===== config.mk =====
export PLATFORM = sky130hd
export DESIGN_NAME = uart_rx_frame
export DESIGN_NICKNAME = d
export VERILOG_FILES = /design/src/rtl/uart_pkg.sv /design/src/rtl/uart_baud_nco.sv /design/src/rtl/uart_rx_frame.sv
export SDC_FILE = /design/constraint.sdc
export NUM_CORES = 1
export LEC_CHECK = 0
export CORE_ASPECT_RATIO = 2
export CORE_MARGIN = 2
export CORE_UTILIZATION = 50
export CTS_CLUSTER_DIAMETER = 100
export DETAILED_ROUTE_END_ITERATION = 16
export PLACE_DENSITY = 0.72
export SLEW_MARGIN = 20
export SYNTH_ARGS = -nofsm -noshare
export SYNTH_HDL_FRONTEND = slang
export SYNTH_SLANG_ARGS = --single-unit

===== constraint.sdc =====
create_clock -name clk_sys -period 2.1 [get_ports clk_sys]
set_input_delay 0.42 -clock clk_sys [delete_from_list [all_inputs] [get_ports clk_sys]]
set_output_delay 0.42 -clock clk_sys [all_outputs]
set_load 0.05 [all_outputs]

===== src/rtl/uart_pkg.sv =====
// rtl/uart_pkg.sv - shared types and constants for the UART receive deframer
//
// Purpose: receiver state encoding, frame geometry, default baud NCO settings
// and the parity rule used by the deframer.
// Ports: none (package).
package uart_pkg;

  typedef enum logic [2:0] {
    IDLE,
    START,
    DATA,
    PARITY,
    STOP
  } rx_state_e;

  localparam int FRAME_DBITS   = 8;

  // 7550 / 2^16 of a bit per 10 ns cycle gives 11.52 Mbaud at 100 MHz.
  localparam int DEF_ACC_W     = 16;
  localparam int DEF_BAUD_INC  = 7550;

  // Parity mode: even parity, the parity bit equals the XOR of the data bits.
  localparam logic PARITY_EVEN = 1'b0;

  function automatic logic calc_parity(input logic [FRAME_DBITS-1:0] data);
    return (^data) ^ PARITY_EVEN;
  endfunction

endpackage


===== src/rtl/uart_baud_nco.sv =====
// rtl/uart_baud_nco.sv - fractional baud-rate NCO producing mid-bit sample ticks
//
// Purpose: phase accumulator whose carry out marks each bit sample point.
// Ports:
//   clk_sys - system clock
//   rst_n   - asynchronous active-low reset
//   run     - advance the accumulator this cycle
//   load    - preload HALF_PHASE (start edge seen); has priority over run
//   tick    - carry out of the accumulator addition, qualified by run
module uart_baud_nco #(
  parameter int ACC_W      = 16,
  parameter int BAUD_INC   = 7550,
  parameter int HALF_PHASE = 2 ** (ACC_W - 1)
) (
  input  logic clk_sys,
  input  logic rst_n,
  input  logic run,
  input  logic load,
  output logic tick
);

  localparam logic [ACC_W:0]   INC  = (ACC_W + 1)'(BAUD_INC);
  localparam logic [ACC_W-1:0] HALF = ACC_W'(HALF_PHASE);

  logic [ACC_W-1:0] acc_q, acc_d;
  logic [ACC_W:0]   sum;

  always_comb begin
    sum   = {1'b0, acc_q} + INC;
    tick  = run & sum[ACC_W];
    acc_d = acc_q;
    if (load) begin
      acc_d = HALF;
    end else if (run) begin
      acc_d = sum[ACC_W-1:0];
    end
  end

  always_ff @(posedge clk_sys or negedge rst_n) begin
    if (!rst_n) begin
      acc_q <= '0;
    end else begin
      acc_q <= acc_d;
    end
  end

endmodule


===== src/rtl/uart_rx_frame.sv =====
// rtl/uart_rx_frame.sv - UART receive deframer: start, 8 data MSB first, even parity, stop
//
// Purpose: recovers bytes from the asynchronous serial line and strobes them
// with parity/framing error flags to the command assembler.
// Ports:
//   clk_sys - system clock, 100 MHz nominal
//   rst_n   - asynchronous active-low reset
//   uart_rx - asynchronous serial line, idle high
//   rx_data - last received byte, bit7 = first data bit on the line
//   rx_vld  - one-cycle strobe qualifying rx_data/rx_perr/rx_ferr
//   rx_perr - parity mismatch for the strobed byte
//   rx_ferr - stop bit sampled low for the strobed byte
//   rx_busy - high while a frame is in progress
module uart_rx_frame
  import uart_pkg::*;
#(
  parameter int ACC_W      = DEF_ACC_W,
  parameter int BAUD_INC   = DEF_BAUD_INC,
  parameter int HALF_PHASE = 2 ** (ACC_W - 1)
) (
  input  logic                   clk_sys,
  input  logic                   rst_n,
  input  logic                   uart_rx,
  output logic [FRAME_DBITS-1:0] rx_data,
  output logic                   rx_vld,
  output logic                   rx_perr,
  output logic                   rx_ferr,
  output logic                   rx_busy
);

  // Synchronizer and previous-sample flops reset high so a line held low at
  // reset release never looks like a falling edge.
  logic sync1_q, sync2_q, prev_q;
  logic line, fall;

  rx_state_e state_q, state_d;
  logic [2:0]             bit_cnt_q, bit_cnt_d;
  logic [FRAME_DBITS-1:0] shift_q, shift_d;
  logic                   par_q, par_d;
  logic                   armed_q, armed_d;
  logic [FRAME_DBITS-1:0] data_q, data_d;
  logic                   vld_q, vld_d;
  logic                   perr_q, perr_d;
  logic                   ferr_q, ferr_d;
  logic                   nco_load, nco_run, tick;

  assign line = sync2_q;
  assign fall = prev_q & ~sync2_q;

  always_ff @(posedge clk_sys or negedge rst_n) begin
    if (!rst_n) begin
      sync1_q <= 1'b1;
      sync2_q <= 1'b1;
      prev_q  <= 1'b1;
    end else begin
      sync1_q <= uart_rx;
      sync2_q <= sync1_q;
      prev_q  <= sync2_q;
    end
  end

  uart_baud_nco #(
    .ACC_W      (ACC_W),
    .BAUD_INC   (BAUD_INC),
    .HALF_PHASE (HALF_PHASE)
  ) u_nco (
    .clk_sys (clk_sys),
    .rst_n   (rst_n),
    .run     (nco_run),
    .load    (nco_load),
    .tick    (tick)
  );

  assign nco_run = (state_q != IDLE);

  always_comb begin
    state_d   = state_q;
    bit_cnt_d = bit_cnt_q;
    shift_d   = shift_q;
    par_d     = par_q;
    armed_d   = armed_q;
    data_d    = data_q;
    vld_d     = 1'b0;
    perr_d    = perr_q;
    ferr_d    = ferr_q;
    nco_load  = 1'b0;

    // Re-arm whenever the line is seen idle; the STOP branch below can only
    // disarm when the line is low, so the two never collide.
    if (line) begin
      armed_d = 1'b1;
    end

    case (state_q)
      IDLE: begin
        if (fall && armed_q) begin
          state_d  = START;
          nco_load = 1'b1;
        end
      end
      START: begin
        // A low pulse shorter than half a bit reads high here and is dropped.
        if (tick) begin
          if (!line) begin
            state_d   = DATA;
            bit_cnt_d = 3'(FRAME_DBITS - 1);
          end else begin
            state_d = IDLE;
          end
        end
      end
      DATA: begin
        if (tick) begin
          shift_d[bit_cnt_q] = line;
          bit_cnt_d          = bit_cnt_q - 3'd1;
          if (bit_cnt_q == 3'd0) begin
            state_d = PARITY;
          end
        end
      end
      PARITY: begin
        if (tick) begin
          par_d   = line;
          state_d = STOP;
        end
      end
      STOP: begin
        // Leave at mid-stop so a start edge right after the stop bit is caught.
        if (tick) begin
          state_d = IDLE;
          vld_d   = 1'b1;
          data_d  = shift_q;
          perr_d  = par_q ^ calc_parity(shift_q);
          ferr_d  = ~line;
          if (!line) begin
            armed_d = 1'b0;
          end
        end
      end
      default: state_d = IDLE;
    endcase
  end

  always_ff @(posedge clk_sys or negedge rst_n) begin
    if (!rst_n) begin
      state_q   <= IDLE;
      bit_cnt_q <= '0;
      shift_q   <= '0;
      par_q     <= 1'b0;
      armed_q   <= 1'b0;
      data_q    <= '0;
      vld_q     <= 1'b0;
      perr_q    <= 1'b0;
      ferr_q    <= 1'b0;
    end else begin
      state_q   <= state_d;
      bit_cnt_q <= bit_cnt_d;
      shift_q   <= shift_d;
      par_q     <= par_d;
      armed_q   <= armed_d;
      data_q    <= data_d;
      vld_q     <= vld_d;
      perr_q    <= perr_d;
      ferr_q    <= ferr_d;
    end
  end

  assign rx_data = data_q;
  assign rx_vld  = vld_q;
  assign rx_perr = perr_q;
  assign rx_ferr = ferr_q;
  assign rx_busy = (state_q != IDLE);

endmodule

* Word-level counts from Yosys, hierarchy flattened
Index checks and enable logic that the tools add are counted.
** Cells by class
- Add/subtract/negate cells :: 2
- Order comparisons :: 2
- Equality and inequality tests :: 11
- Multiplexer cells :: 25
- Bitwise gates (word level) :: 4
- Reductions and logical operators :: 13
** Operator list (number)
- two-way mux 16 bit :: 2
- two-way mux 3 bit :: 9
- adder 16 x 13 -> 17 bit, second input constant :: 1
- one-hot mux 3 bit (5 select lines) :: 1
- inequality test 2 bit, second input constant :: 7
- two-way mux 1 bit :: 9
- bitwise mux 8 bit :: 1
- parity 8 bit :: 1
- == test 3 x 2 -> 1 bit, second input constant :: 2
- zero test 3 bit :: 2
- one-hot mux 3 bit (2 select lines) :: 1
- AND reduction 2 bit :: 3
- AND reduction 6 bit :: 1
- < comparator 3 x 4 -> 1 bit, second input constant :: 1
- AND reduction 4 bit :: 1
- nonzero test 2 bit :: 2
- demux 1 bit (select 3 bit) :: 1
- == test 3 x 1 -> 1 bit, second input constant :: 1
- == test 3 bit, second input constant :: 1
- greater-or-equal comparator 3 x 1 -> 1 bit, second input constant :: 1
- nonzero test 3 bit :: 1
- subtractor 3 x 1 -> 3 bit, second input constant :: 1
- bitwise AND 1 bit :: 2
- logical AND 1 bit :: 2
- other kinds (3) :: 3
** Word-level totals
- Register bits after elaboration :: 46
- Bits of input ports :: 3
- Output and inout bits :: 12
- Logic and storage cells :: 70

* Depth between registers and ports, before layout
Gate-level depths: netlist of the first run.
- Depth after elaboration :: 6
- Mapped depth :: 7
- Depth with buffers taken out :: 7

* Modules after synthesis
From an unflattened synthesis of the first run, not the netlist that was laid out.
** Unflattened totals
- Cell total of the unflattened synthesis :: 224
- Area total of the unflattened synthesis :: 2348.5 µm²
** Modules (own cells, without submodules)
- uart_rx_frame :: instances 1, cells an instance 136, area each 1471.4 µm²
- uart_baud_nco :: instances 1, cells an instance 88, area each 877.1 µm²

* Worst setup path before layout of the first run
No wires, ideal clock.
- Kind :: flip-flop to flip-flop
- From :: register u_nco.acc_q[1]
- To :: register data_q[3] (netlist: rx_data[3])
- Data arrival time :: 1973 ps
- Required time :: 1975 ps
- Slack :: 2 ps
- Cell stages (with the launch flop) :: 7
- Cell sequence :: dfrtp_1 > or4_1 > o221a_1 > buf_6 > o2111ai_4 > buf_6 > mux2_4
** Between the ends
- Longest elaborated chain between the ends :: 3
** RTL lines
- start, declared :: RTL line uart_baud_nco.sv:25 : logic [ACC_W-1:0] acc_q, acc_d;
- start signal, assigned :: RTL line uart_baud_nco.sv:41 : acc_q <= '0;
- start signal, assigned :: RTL line uart_baud_nco.sv:43 : acc_q <= acc_d;
- adder 16 x 13 -> 17 bit :: RTL line uart_baud_nco.sv:29 : sum = {1'b0, acc_q} + INC;
- bitwise AND 1 bit :: RTL line uart_baud_nco.sv:30 : tick = run & sum[ACC_W];
- AND reduction 2 bit (no line)
- end signal, assigned :: RTL line uart_rx_frame.sv:161 : data_q <= data_d;
- end, declared :: RTL line uart_rx_frame.sv:41 : logic [FRAME_DBITS-1:0] data_q, data_d;
No other way between the ends.
A chain may end at the register's enable or synchronous reset.

* Worst setup path in the final report of the first run
- From :: register u_nco.acc_q[2]
- To :: register data_q[1] (netlist: rx_data[1])
The elaborated chain is that of the path after synthesis.

==> results of run 1 <==
-- routing by layer --
layer,global-route usage,wire length [um],vias up
met4,0.0748,106,0
met2,0.406,2720,44
li1,-,-,816
met5,0,0,-
met3,0.0439,136,13
met1,0.217,1720,840
-- repair_timing --
item                       in CTS  in global routing
hold buffers                    0                  0
setup endpoints to repair       0                 18
gates resized for setup         0                  4
-- sequential cells by signal, summed over array words and instances (netlist names) --
register and flops:
u_nco.acc_q 15, rx_data 8, shift_q 8, bit_cnt_q 3, state_q 3, armed_q 1
line 1, par_q 1, prev_q 1, rx_ferr 1, rx_perr 1, rx_vld 1
sync1_q 1
-- layout by cell type, fill, tap and decap left out, types with 2 or more instances in the layout --
| master | n |
|---|---|
| sky130_fd_sc_hd__nand3_1 | 4 |
| sky130_fd_sc_hd__mux2_4 | 5 |
| sky130_fd_sc_hd__nor3_1 | 8 |
| sky130_fd_sc_hd__a21oi_1 | 9 |
| sky130_fd_sc_hd__nor2_1 | 9 |
| sky130_fd_sc_hd__o2111ai_4 | 2 |
| sky130_fd_sc_hd__a211o_1 | 2 |
| sky130_fd_sc_hd__dfrtp_1 | 42 |
| sky130_fd_sc_hd__inv_1 | 11 |
| sky130_fd_sc_hd__mux2_2 | 8 |
| sky130_fd_sc_hd__buf_12 | 3 |
| sky130_fd_sc_hd__a31oi_1 | 2 |
| sky130_fd_sc_hd__o21a_1 | 3 |
| sky130_fd_sc_hd__buf_4 | 17 |
| sky130_fd_sc_hd__or3_1 | 3 |
| sky130_fd_sc_hd__o22ai_1 | 4 |
| sky130_fd_sc_hd__nand2_1 | 22 |
| sky130_fd_sc_hd__dfstp_2 | 3 |
| sky130_fd_sc_hd__o31ai_1 | 5 |
| sky130_fd_sc_hd__clkdlybuf4s50_1 | 12 |
| sky130_fd_sc_hd__nand2b_1 | 2 |
| sky130_fd_sc_hd__o21ai_0 | 21 |
| sky130_fd_sc_hd__o21ai_1 | 2 |
| sky130_fd_sc_hd__clkbuf_8 | 5 |
| sky130_fd_sc_hd__ha_1 | 3 |
| sky130_fd_sc_hd__xnor2_1 | 8 |
-- final timing paths --
path                                           to  slack, ns  depth (start not counted)
max in group asynchronous        prev_q$_DFF_PN1_       1.43                          2
hold / removal             rx_data[0]$_DFFE_PN0P_       0.08                          1
setup reg to reg           rx_data[1]$_DFFE_PN0P_       0.09                          5
setup / recovery           rx_data[1]$_DFFE_PN0P_       0.09                          5
hold reg to reg                    line$_DFF_PN1_       0.36                          0
min in group clk_sys               line$_DFF_PN1_       0.36                          0
-- worst max-delay path, stage by stage, from the launching register on --
cell	delay (ns)
sky130_fd_sc_hd__dfrtp_1	0.38
sky130_fd_sc_hd__or4_1	0.53
sky130_fd_sc_hd__o221a_4	0.27
sky130_fd_sc_hd__o2111ai_4	0.21
sky130_fd_sc_hd__buf_12	0.18
sky130_fd_sc_hd__mux2_2	0.34
-- cells in the mapped netlist (4+ instances only) --
cell type	n	area (um^2)
sky130_fd_sc_hd__mux2_2	8	90.1
sky130_fd_sc_hd__nand2_1	22	82.6
sky130_fd_sc_hd__o31ai_1	5	37.5
sky130_fd_sc_hd__xnor2_1	8	70.1
sky130_fd_sc_hd__nor3_1	8	40.0
sky130_fd_sc_hd__a21oi_1	9	45.0
sky130_fd_sc_hd__nand3_1	4	20.0
sky130_fd_sc_hd__nor2_1	9	33.8
sky130_fd_sc_hd__mux2_4	5	75.1
sky130_fd_sc_hd__clkbuf_1	7	26.3
sky130_fd_sc_hd__inv_1	11	41.3
sky130_fd_sc_hd__dfrtp_1	42	1050
sky130_fd_sc_hd__o22ai_1	4	25.0
sky130_fd_sc_hd__o21ai_0	21	105
-- cell type report --
type	instances	share of cell area
repair buffers	33	0.117
inverters	12	0.0169
clock inverters	3	0.00797
multi-input cells	143	0.383
flip-flops and latches	45	0.423
well taps	54	0.0253
clock buffers	5	0.0258
-- cells by family after synthesis --
kind of cell	count (synthesis)	synth area share
xor gates and xnor gates	9	0.0354
muxes	14	0.0786
adders and majority gates	3	0.0168
buffers and inverters	21	0.0421
and+or+nand+nor	54	0.118
DFF	45	0.507
AOI/OAI and AO/OA	63	0.202
-- stage by stage --
step	instance area [um^2]	util	power, uW	hold WS, ns
after floorplan	2230	-	2260	0.124
after CTS	2650	0.617	3280	0.0986
final	2670	0.621	3300	0.0796
after detailed placement	2560	0.596	2730	0.347
after global placement	2560	0.596	2700	0.346
after global routing	2670	0.621	3550	0.121
-- power by group --
group	switching, uW	leakage [uW]	internal, uW
Sequential	239	0.000566	1080
Clock	310	0.0000445	236
Combinational	770	0.000582	663
Total	1320	0.00119	1980
==> metrics list, run 1 <==
* Mean instance size in the synthesized netlist: 10.7 um^2
- Slew at the pin closest to its max-slew limit: roughly 0.6 ns
- Post-detailed-route wirelength per cell: 15.9 um
- EDFF count, synth: 0
- Counting flops and latches in the post-synthesis netlist gives 45.
* Wire length of the first global-routing pass: 7.99 mm
* Endpoint kind of the worst setup timing path: register
- Run status: completed
- Number of antenna diodes: 0
- The initial antenna violation count came to 0.
* Pin count of the biggest net entering global routing: 24
- CP max FO: 14
* Number of post-CTS setup repair buffers: 0
- Maximum count of clock buffers along a single path: 2
- Warning count from the yosys run: 0
- Setup repair after global routing missed its margin: false
- Pins over their slew limit: 0
- Data arrives at the worst endpoint at 2.21 ns.
* Fmax: approximately 500 MHz
- Max-capacitance violation count: 0
- In this run, the number of DRC markers left after iteration 0 of detailed routing was 43.
* Vias in the first global route: ~1.6k
- Count of vias placed by the detailed router: around 1.7k
* Layout Area Growth over Synthesis: 19.8%
- Before CTS, the worst setup slack after placement is 0.0107 ns.
- Routability-driven placement finished with a final weighted congestion of 0.881.
- Detailed placement ended at an HPWL of 3.49 mm.
- Across the whole layout, storage elements account for 1130 um^2.
- Antenna-violating nets left: 0
- Sequential fraction of the synthesis area: 0.507
- The setup path with the least slack is of type reg -> reg.
* Setup slack after layout: 0.0899 ns
* # nets final: 246
- Fraction of registers with async set or reset after synthesis: 1.00
* Post-Route Skew: slightly below 0.01 ns
- In this run the cell area of the synthesized design comes to 2230 um^2.
- Initial cell density of the core: 0.519
* Relative slew slack: 0.603
* Number of buffers added by the clock tree synthesis step: 5
- Counting every sink on the clock net gives 45.
- Die Width: 51.2 um
* Min cycle time layout: 2.01 ns
- For this run, design rule violations remaining after detail routing come to 0.
- Via density per instance: around 5.8
* Post-Synthesis Net Count: 215
* Leading register cell type out of synthesis: sky130_fd_sc_hd__dfrtp_1
- Combined area of the multi-input logic cells: roughly 1000 um^2
- Area enclosed by the die boundary: 5040 um^2
* Overflow left after global routing: 0
- PD cells: ~1200 nW/um^2
- After floorplanning, the core was sized to cover 4300 um^2.
* IO Port Bufs: 14
- Gate count after technology mapping: 209
- TritonCTS clock tree: yes
- Final count of hold timing violations: 0
- Final standard cell count with taps included and fillers excluded: just under 300
- Number of core rows: 34
* Cell chosen for the clock root: sky130_fd_sc_hd__clkbuf_8
- Clock-pin slew was measured on the worst setup and hold paths at around 0.090 ns.
- The routed design has 4.68 mm of wire.
* Period Utilization, post-route: 0.957
* Netlist cell types: 45
- Across every metal layer, demand over resource in global routing totals 0.213.
- Insertion delay to the later sink of the worst-skew pair: about 0.31 ns
* Static leakage: 0.00119 uW
* Depth of the CTS H-tree: 2
- Setup violations remaining at the end of the flow were counted as 0.
- Total Neg Setup Slack: 0 ns
- The worst register-to-register path begins at u_nco.acc_q[2]$_DFFE_PN0P_.
- Hold/Removal Path Class: in -> async
- In this run the vertical extent of the chip is just under 100 um.
- Critical path origin: u_nco.acc_q[2]$_DFFE_PN0P_
* Launching element type of the critical path: register
- Worst IR Drop VDD: 0.945 mV
* Required @ worst endpoint: between 2 and 2.5 ns
* Share of cells above drive strength 1: 0.220
- Placed Cells: approximately 290
- During I/O placement, the number of pins put on the boundary was 15.
* First drt pass iteration count: 4
- Number of fill cells in the layout: 367
Power figures use the tool's default switching activity.
==> run 2, diff against run 1 <==
ABC_AREA = 1   (was unset)
==> metrics list, run 2 <==
* CP max stage cell: sky130_fd_sc_hd__clkdlybuf4s50_1
* Maximum count of clock buffers along a single path: 2 (unchanged)
- The iteration count of the initial detailed-routing pass came to 4 (unchanged).
- Setup repair after global routing left no endpoint under its margin.
- Max-capacitance violation count: 0 (unchanged)
- Traced cell by cell, the critical path runs through clkdlybuf4s50_1.
- The tree is rooted in a sky130_fd_sc_hd__clkbuf_8.
- The largest voltage drop on the vdd net is 0.927 mV (-1.9%).
- Clock share of power: 0.163 (-0.002)
- Global-route total usage across every layer: 0.209 (-0.00409)
- Area enclosed by the die boundary: 5300 um^2 (+5.1%)
* Depth of the CTS H-tree: 2 (unchanged)
* Final count of hold timing violations: 0 (unchanged)
* IO Port Bufs: 14 (unchanged)
- Number of remaining DRC errors: 0 (unchanged)
- Layout Area Growth over Synthesis: 12.9%
- The post-synthesis instance total was 295 (+41%).
- The startpoint identified for the worst register-to-register timing path is line$_DFF_PN1_.
- Met3 layer wire length in the routed design: 101 um (-26%)
- The leakage power summed over all cells was 0.00139 uW (+16%).
- Routed wire length: 4.65 mm (-0.58%)
- Number of buffers inserted by hold repair at cts: 0 (unchanged)
- # nets final: 320 (+30%)
* Endpoints failing setup: 0 (unchanged)
* Start-to-end type of the worst setup path: reg -> out
* Run status: completed
- Share of cells above drive strength 1: 0.137 (-0.0834)
* Number of antenna violations at the first check in global routing: 0 (unchanged)
- EDFF count, synth: 0 (unchanged)
* Area inside the core boundary: 4550 um^2 (+6.0%)
- The per-cell via count in the routed design is 5.16 (-11%).
* Slack of the worst reg-to-reg path: 0.41 ns (+0.32 ns)
* Most used standard cell by instance count after synthesis: sky130_fd_sc_hd__nand2_1
* Wire length of the first global-routing pass: 8.16 mm (+2.2%)
- The count of different cell masters after synthesis came to 35 (-22%).
- The number of flip-flops in the largest register is 15 (unchanged).
- The clock edge transition at the registers on the reported setup and hold paths came to 0.09 ns (about the same).
- Share of total power consumed by net switching: 0.437 (+0.0373)
- Total Neg Setup Slack: 0 ns (unchanged)
- Post-Route M1 WL: 1.65 mm (-3.9%)
- Sequential fraction of the synthesis area: 0.481 (-0.0262)
* Boundary Pins: 15 (unchanged)
- The least setup slack across all paths after layout is 0.198 ns (+0.109 ns).
- The worst setup path is captured at an output port.
* Comb power frac: 0.429 (-0.005)
- The highest net fanout along the worst path came to 2 (-12).
- The number of gates resized after CTS is 0 (unchanged).
* TritonCTS clock tree: yes
- Count of vias placed by the detailed router: 1910 (+12%)
- The transition time of the tightest slew-check pin is 0.490 ns (-0.102 ns).
* Fmax: 526 MHz (+5.7%)
- The total count of max-transition violations in the final report was 0 (unchanged).
- The average wire per cell in the routed design came to 12.6 um (-21%).
- Post-Route Skew: 0.00851 ns (-0.00141 ns)
- Commonest non-fill, non-tap cell in the layout: sky130_fd_sc_hd__nand2_1
- Commonest cells in the netlist: sky130_fd_sc_hd__nand2_1 (86), sky130_fd_sc_hd__dfrtp_1 (42), sky130_fd_sc_hd__inv_1 (39)
* 1st-iter DRT viols: 29 (-33%)
- Largest register by flop count: u_nco.acc_q
* Portion of total power attributed to sequential cells: 0.407 (+0.006)
- Switching Power: 1420 uW (+7.5%)
* Min cycle time layout: 1.90 ns (-0.109 ns)
- The buffering stage count on the worst path with inverters included came to 1 (unchanged).
- Die Width: 52.5 um (+2.5%)
- The net count after synthesis is 301 (+40%).
- Launching element type of the critical path: register
- The top-area cell type share of the netlist area came to 0.447 (-0.0244).
* Insertion delay to the later sink of the worst-skew pair: 0.30 ns (about the same)
* Number of core rows: 35 (+2.9%)
* RR Endpoint: u_nco.acc_q[6]$_DFFE_PN0P_
- Worst path max stage delay: 0.81 ns (+0.28 ns)
- Antenna-violating nets left: 0 (unchanged)
- The cell area after placement came to 2570 um^2 (+0.24%).
- The pre-CTS setup slack was 0.440 ns (+0.429 ns).
- Initial cell density of the core: 0.516 (-0.00270)
- The mean instance size in the synthesized netlist was 7.97 um^2 (-25%).
- Pin count of the biggest net entering global routing: 28 (+17%)
- Number of post-CTS setup repair buffers: 0 (unchanged)
- The total standard cell area after synthesis is 2350 um^2 (+5.4%).
* Count of state elements after synthesis: 45 (unchanged)
* Commonest cells after routing, fill and taps aside: sky130_fd_sc_hd__nand2_1 (86), sky130_fd_sc_hd__dfrtp_1 (42), sky130_fd_sc_hd__inv_1 (39)
* Required @ worst endpoint: 1.68 ns (-0.62 ns)
- The internal power component came to 1830 uW (-7.8%).
* Most area-consuming cells after synthesis: sky130_fd_sc_hd__dfrtp_1 (45%), sky130_fd_sc_hd__nand2_1 (14%), sky130_fd_sc_hd__inv_1 (6.2%), sky130_fd_sc_hd__nand3_1 (4.3%), sky130_fd_sc_hd__o21ai_0 (3.4%)
- Final std cell area, no fill: 2650 um^2 (-0.56%)
- Largest delay contributor family on the critical path: buffers and inverters
- The total congestion overflow after global routing was 0 (unchanged).
- The share of the cycle needed by the critical path after routing was 0.905 (-0.0517).
- Number of antenna diodes: 0 (unchanged)
- The length in cells of the worst reg-to-reg path came to 6 (+1).
* Relative slew slack: 0.672 (+0.0693)
* Number of clock sinks: 45 (unchanged)
* Half-perimeter wire length after placement: 3.68 mm (+5.5%)
- Die height: 101 um (+2.6%)
- The post-synthesis async set-or-reset flop share was 1.00 (unchanged).
- The power per cell area came to 1220 nW/um^2 (-1.1%).
* Uppermost layer routed: met4
* Weighted congestion reported at the end of routability-driven placement: 0.915 (+3.9%)
* Number of buffers added by the clock tree synthesis step: 5 (unchanged)
- Vias in the first global route: 1861 (+13%)
* Dominant cell type by area after synthesis: sky130_fd_sc_hd__dfrtp_1
- The data arrival time of the critical path is 1.48 ns (-0.73 ns).
* Hold/Removal Path Class: in -> async
- The length of routed met2 wiring came to 2.68 mm (-1.4%).
* Warning count from the yosys run: 0 (unchanged)
* Leading register cell type out of synthesis: sky130_fd_sc_hd__dfrtp_1
==> run 2: changes by cell type in the layout (fill, tap and decap cells not counted), moves of 7 or more <==
cell,before,now
sky130_fd_sc_hd__nand3_1,4,20
sky130_fd_sc_hd__nor2_1,9,20
sky130_fd_sc_hd__inv_1,11,39
sky130_fd_sc_hd__nand2_1,22,86
sky130_fd_sc_hd__inv_2,0,7
sky130_fd_sc_hd__buf_4,17,1
sky130_fd_sc_hd__mux2_2,8,0
==> run 2: cells by family (layout without fill, tap and decap cells) <==
family,after synthesis,count (layout),share of synthesized area
xor+xnor,5,5,0.0186
fa+ha+maj,3,3,0.0160
buf+inv,50,70,0.0841
compound gates,41,41,0.106
simple gates,151,151,0.294
flops,45,45,0.481
==> run 2: power groups by stage <==
stage / Clock (uW) / Sequential, uW / Combinational, uW
final: 531 / 1320 / 1390
after global placement: 0 / 1330 / 1360
after floorplan: 0 / 1280 / 1100
after global routing: 574 / 1360 / 1610
after detailed placement: 0 / 1330 / 1390
after CTS: 547 / 1320 / 1400
==> run 2: through the flow <==
step	power (uW)	std cells	hold WS [ns]	utilization
after floorplan	2380	295	0.124	-
final	3250	370	0.0530	0.583
after global placement	2690	362	0.346	0.563
after CTS	3260	370	0.0630	0.583
after detailed placement	2730	362	0.347	0.563
after global routing	3550	370	0.0841	0.583
==> run 2: worst max path at each step <==
| stage | start | to | slack, ns | cells past startpoint |
|---|---|---|---|---|
| floorplan | state_q[1]$_DFFE_PN0P_ | rx_busy | 0.73 | 3 |
| global placement | line$_DFF_PN1_ | u_nco.acc_q[6]$_DFFE_PN0P_ | 0.45 | 6 |
| detailed placement | line$_DFF_PN1_ | u_nco.acc_q[7]$_DFFE_PN0P_ | 0.44 | 6 |
| CTS | rx_data[0]$_DFFE_PN0P_ | rx_data[0] | 0.19 | 1 |
| global route | rx_data[6]$_DFFE_PN0P_ | rx_data[6] | 0.17 | 1 |
| finish | rx_data[0]$_DFFE_PN0P_ | rx_data[0] | 0.20 | 1 |
==> run 2: per-layer routing <==
metal  up-vias  track usage
li1        963            -
met1       899        0.208
met2        30        0.386
met3        18       0.0312
met4         0        0.122
met5         -            0
==> run 2: cell type report <==
class,instances,area [um^2]
flip-flops and latches,45,1130
inverters,46,173
clock buffers,6,72.6
clock inverters,2,15.0
fillers,434,1900
multi-input cells,200,1020
well taps,55,68.8
repair buffers,16,173
==> run 3, diff against run 2 <==
SETUP_SLACK_MARGIN = 0.2   (was unset)
==> metrics list, run 3 (same netlist as run 2, synthesis figures left out) <==
- The final-layout fill cell count came to 432 (-0.46%).
- First drt pass iteration count: 4 (unchanged)
- CP max FO: 1 (-1)
- Clock-pin transition on the worst setup and hold timing paths: 0.09 ns (about the same)
* Wire length of the first global-routing pass: 8.17 mm (about the same)
* Total Neg Setup Slack: 0 ns (unchanged)
- Slew at the pin closest to its max-slew limit: 0.502 ns (+0.0113 ns)
- Number of buffers added by the clock tree synthesis step: 5 (unchanged)
- The setup skew after layout was 0.00820 ns (-0.000311 ns).
- Run status: completed
* Weighted congestion reported at the end of routability-driven placement: 0.915 (unchanged)
* Required @ worst endpoint: 1.68 ns (about the same)
- The per-cell via count in the routed design is 5.15 (-0.21%).
- Count of buffer and inverter cells on the critical path: 1 (unchanged)
- The largest net degree at the start of global routing is 28 (unchanged).
- The cell area after placement came to 2570 um^2 (unchanged).
* Sum of internal, switching and leakage power: 3250 uW (about the same)
- The total congestion overflow after global routing came to 0 (unchanged).
- Final std cell area, no fill: 2680 um^2 (+0.80%)
* Initial cell density of the core: 0.516 (unchanged)
- The overall global routing resource usage is 0.209 (+0.000300).
* Area inside the core boundary: 4550 um^2 (unchanged)
* Die height: 101 um (unchanged)
* Worst path max stage delay: 0.79 ns (-0.02 ns)
* Commonest cells after routing, fill and taps aside: sky130_fd_sc_hd__nand2_1 (86), sky130_fd_sc_hd__dfrtp_1 (42), sky130_fd_sc_hd__inv_1 (39)
* Routed wire length: 4.69 mm (+0.69%)
- TritonCTS built the clock tree.
* Static leakage: 0.00156 uW (+12%)
- The post-layout utilization of the core is 0.587 (+0.00467).
- In this run the worst setup path begins at rx_vld$_DFF_PN0_.
- Pins over their slew limit: 0 (unchanged)
* Area enclosed by the die boundary: 5300 um^2 (unchanged)
- The data arrival time of the critical path was 1.41 ns (-0.07 ns).
- The maximum clock frequency is 545 MHz (+3.6%).
* Largest register by flop count: u_nco.acc_q
* Number of antenna diodes: 0 (unchanged)
- Setup slack after layout: 0.265 ns (+0.0669 ns)
- Placement-stage worst setup slack: 0.440 ns (unchanged)
- The worst setup path is of the reg -> out kind.
- The deepest level of the CTS H-tree came to 2 (unchanged).
* RR Endpoint: u_nco.acc_q[6]$_DFFE_PN0P_
* R2R cell count: 6 (unchanged)
- The initial antenna violation count came to 0 (unchanged).
* Reg-to-reg startpoint: line$_DFF_PN1_
- The total number of vias came to 1906 (-0.21%).
- PD cells: 1210 nW/um^2 (-0.81%)
* Share of cells above drive strength 1: 0.137 (unchanged)
- Hold/Removal Path Class: in -> async
* Number of remaining DRC errors: 0 (unchanged)
- The number of hold buffers added after cts came to 0 (unchanged).
* Layout Area Growth over Synthesis: 13.8%
* Launching element type of the critical path: register
- Min cycle time layout: 1.83 ns (-0.0669 ns)
* Half-perimeter wire length after placement: 3.68 mm (unchanged)
- Worst IR Drop VDD: 0.927 mV (about the same)
* Endpoint kind of the worst setup timing path: output port
- For this design, the slowest cell found on the critical path is sky130_fd_sc_hd__clkdlybuf4s50_1.
- Cell chosen for the clock root: sky130_fd_sc_hd__clkbuf_8
- The cell family contributing the most delay on the critical path is buffers and inverters.
- The I/O pin count is 15 (unchanged).
* Number of core rows: 35 (unchanged)
* Number of clock sinks: 45 (unchanged)
- Worst-path cell chain: clkdlybuf4s50_1
* Endpoints failing setup: 0 (unchanged)
* Number of gates on the worst path with buffers counted: 1 (unchanged)
* Final count of hold timing violations: 0 (unchanged)
- Maximum count of clock buffers along a single path: 2 (unchanged)
* Max-capacitance violation count: 0 (unchanged)
- The critical path ends at rx_vld.
- Die Width: 52.5 um (unchanged)
* Post-detailed-route wirelength per cell: 12.7 um (+0.69%)
- Max reg flops: 15 (unchanged)
- The via count of the first global-routing pass is 1859 (-0.11%).
- Setup repair after global routing missed its margin: false
- Relative slew slack: 0.665 (-0.00708)
- IO Port Bufs: 14 (unchanged)
- 1st-iter DRT viols: 34 (+17%)
* Slack of the worst reg-to-reg path: 0.39 ns (-0.02 ns)
* Number of post-CTS setup repair buffers: 0 (unchanged)
- Leaving out fill and tap cells, the most frequent cell in the layout is sky130_fd_sc_hd__nand2_1.
- # nets final: 320 (unchanged)
- The post-detailed-route count of antenna-violating nets came to 0 (unchanged).
* Period Utilization, post-route: 0.874 (-0.0318)
* Insertion delay to the later sink of the worst-skew pair: 0.30 ns (about the same)
## run 3: how the worst min path moves through the flow
| stage | to |
|---|---|
| 6_report | u_nco.acc_q[11]$_DFFE_PN0P_ |
| 5_1_grt | u_nco.acc_q[11]$_DFFE_PN0P_ |
| 4_1_cts | u_nco.acc_q[11]$_DFFE_PN0P_ |
| 3_5_place_dp | line$_DFF_PN1_ |
| 3_3_place_gp | line$_DFF_PN1_ |
| 2_1_floorplan | armed_q$_DFF_PN0_ |
## run 3: layer usage
layer,vias up,track usage,wire (um)
met3,18,0.0312,109
met2,28,0.387,2680
met5,-,0,0
met4,0,0.122,219
li1,962,-,-
met1,898,0.208,1680
## run 3: power breakdown
part / leakage, uW / switching, uW / internal (uW)
registers: 0.000569 / 218 / 1100
clock network: 0.0000374 / 295 / 234
logic: 0.000957 / 905 / 489
total: 0.00156 / 1420 / 1830
## run 3: area by class of cell
type | count | area, um^2 | area share
Clock buffer | 6 | 72.6 | 0.0271
Timing Repair Buffer | 16 | 194 | 0.0725
Clock inverter | 2 | 15.0 | 0.00561
Inverter | 46 | 173 | 0.0645
Tap cell | 55 | 68.8 | 0.0257
Multi-Input combinational cell | 200 | 1020 | 0.382
Sequential cell | 45 | 1130 | 0.422
## run 3: repair_timing
item | in CTS | in global routing
cloned | 0 | 0
setup endpoints to repair | 1 | 9
gates resized for setup | 1 | 9
## run 3: worst register-to-register path: cells and delay by family (launching register included)
family          cells  cell delay (ns)
compound gates      2             0.22
buf+inv             2             0.39
flops               1             0.43
simple gates        2             0.54
## run 3: metrics by stage
step	hold WS, ns	std cells
after global routing	0.0841	370
after detailed placement	0.347	362
after CTS	0.0630	370
after floorplan	0.124	295
final	0.0538	370
after global placement	0.346	362
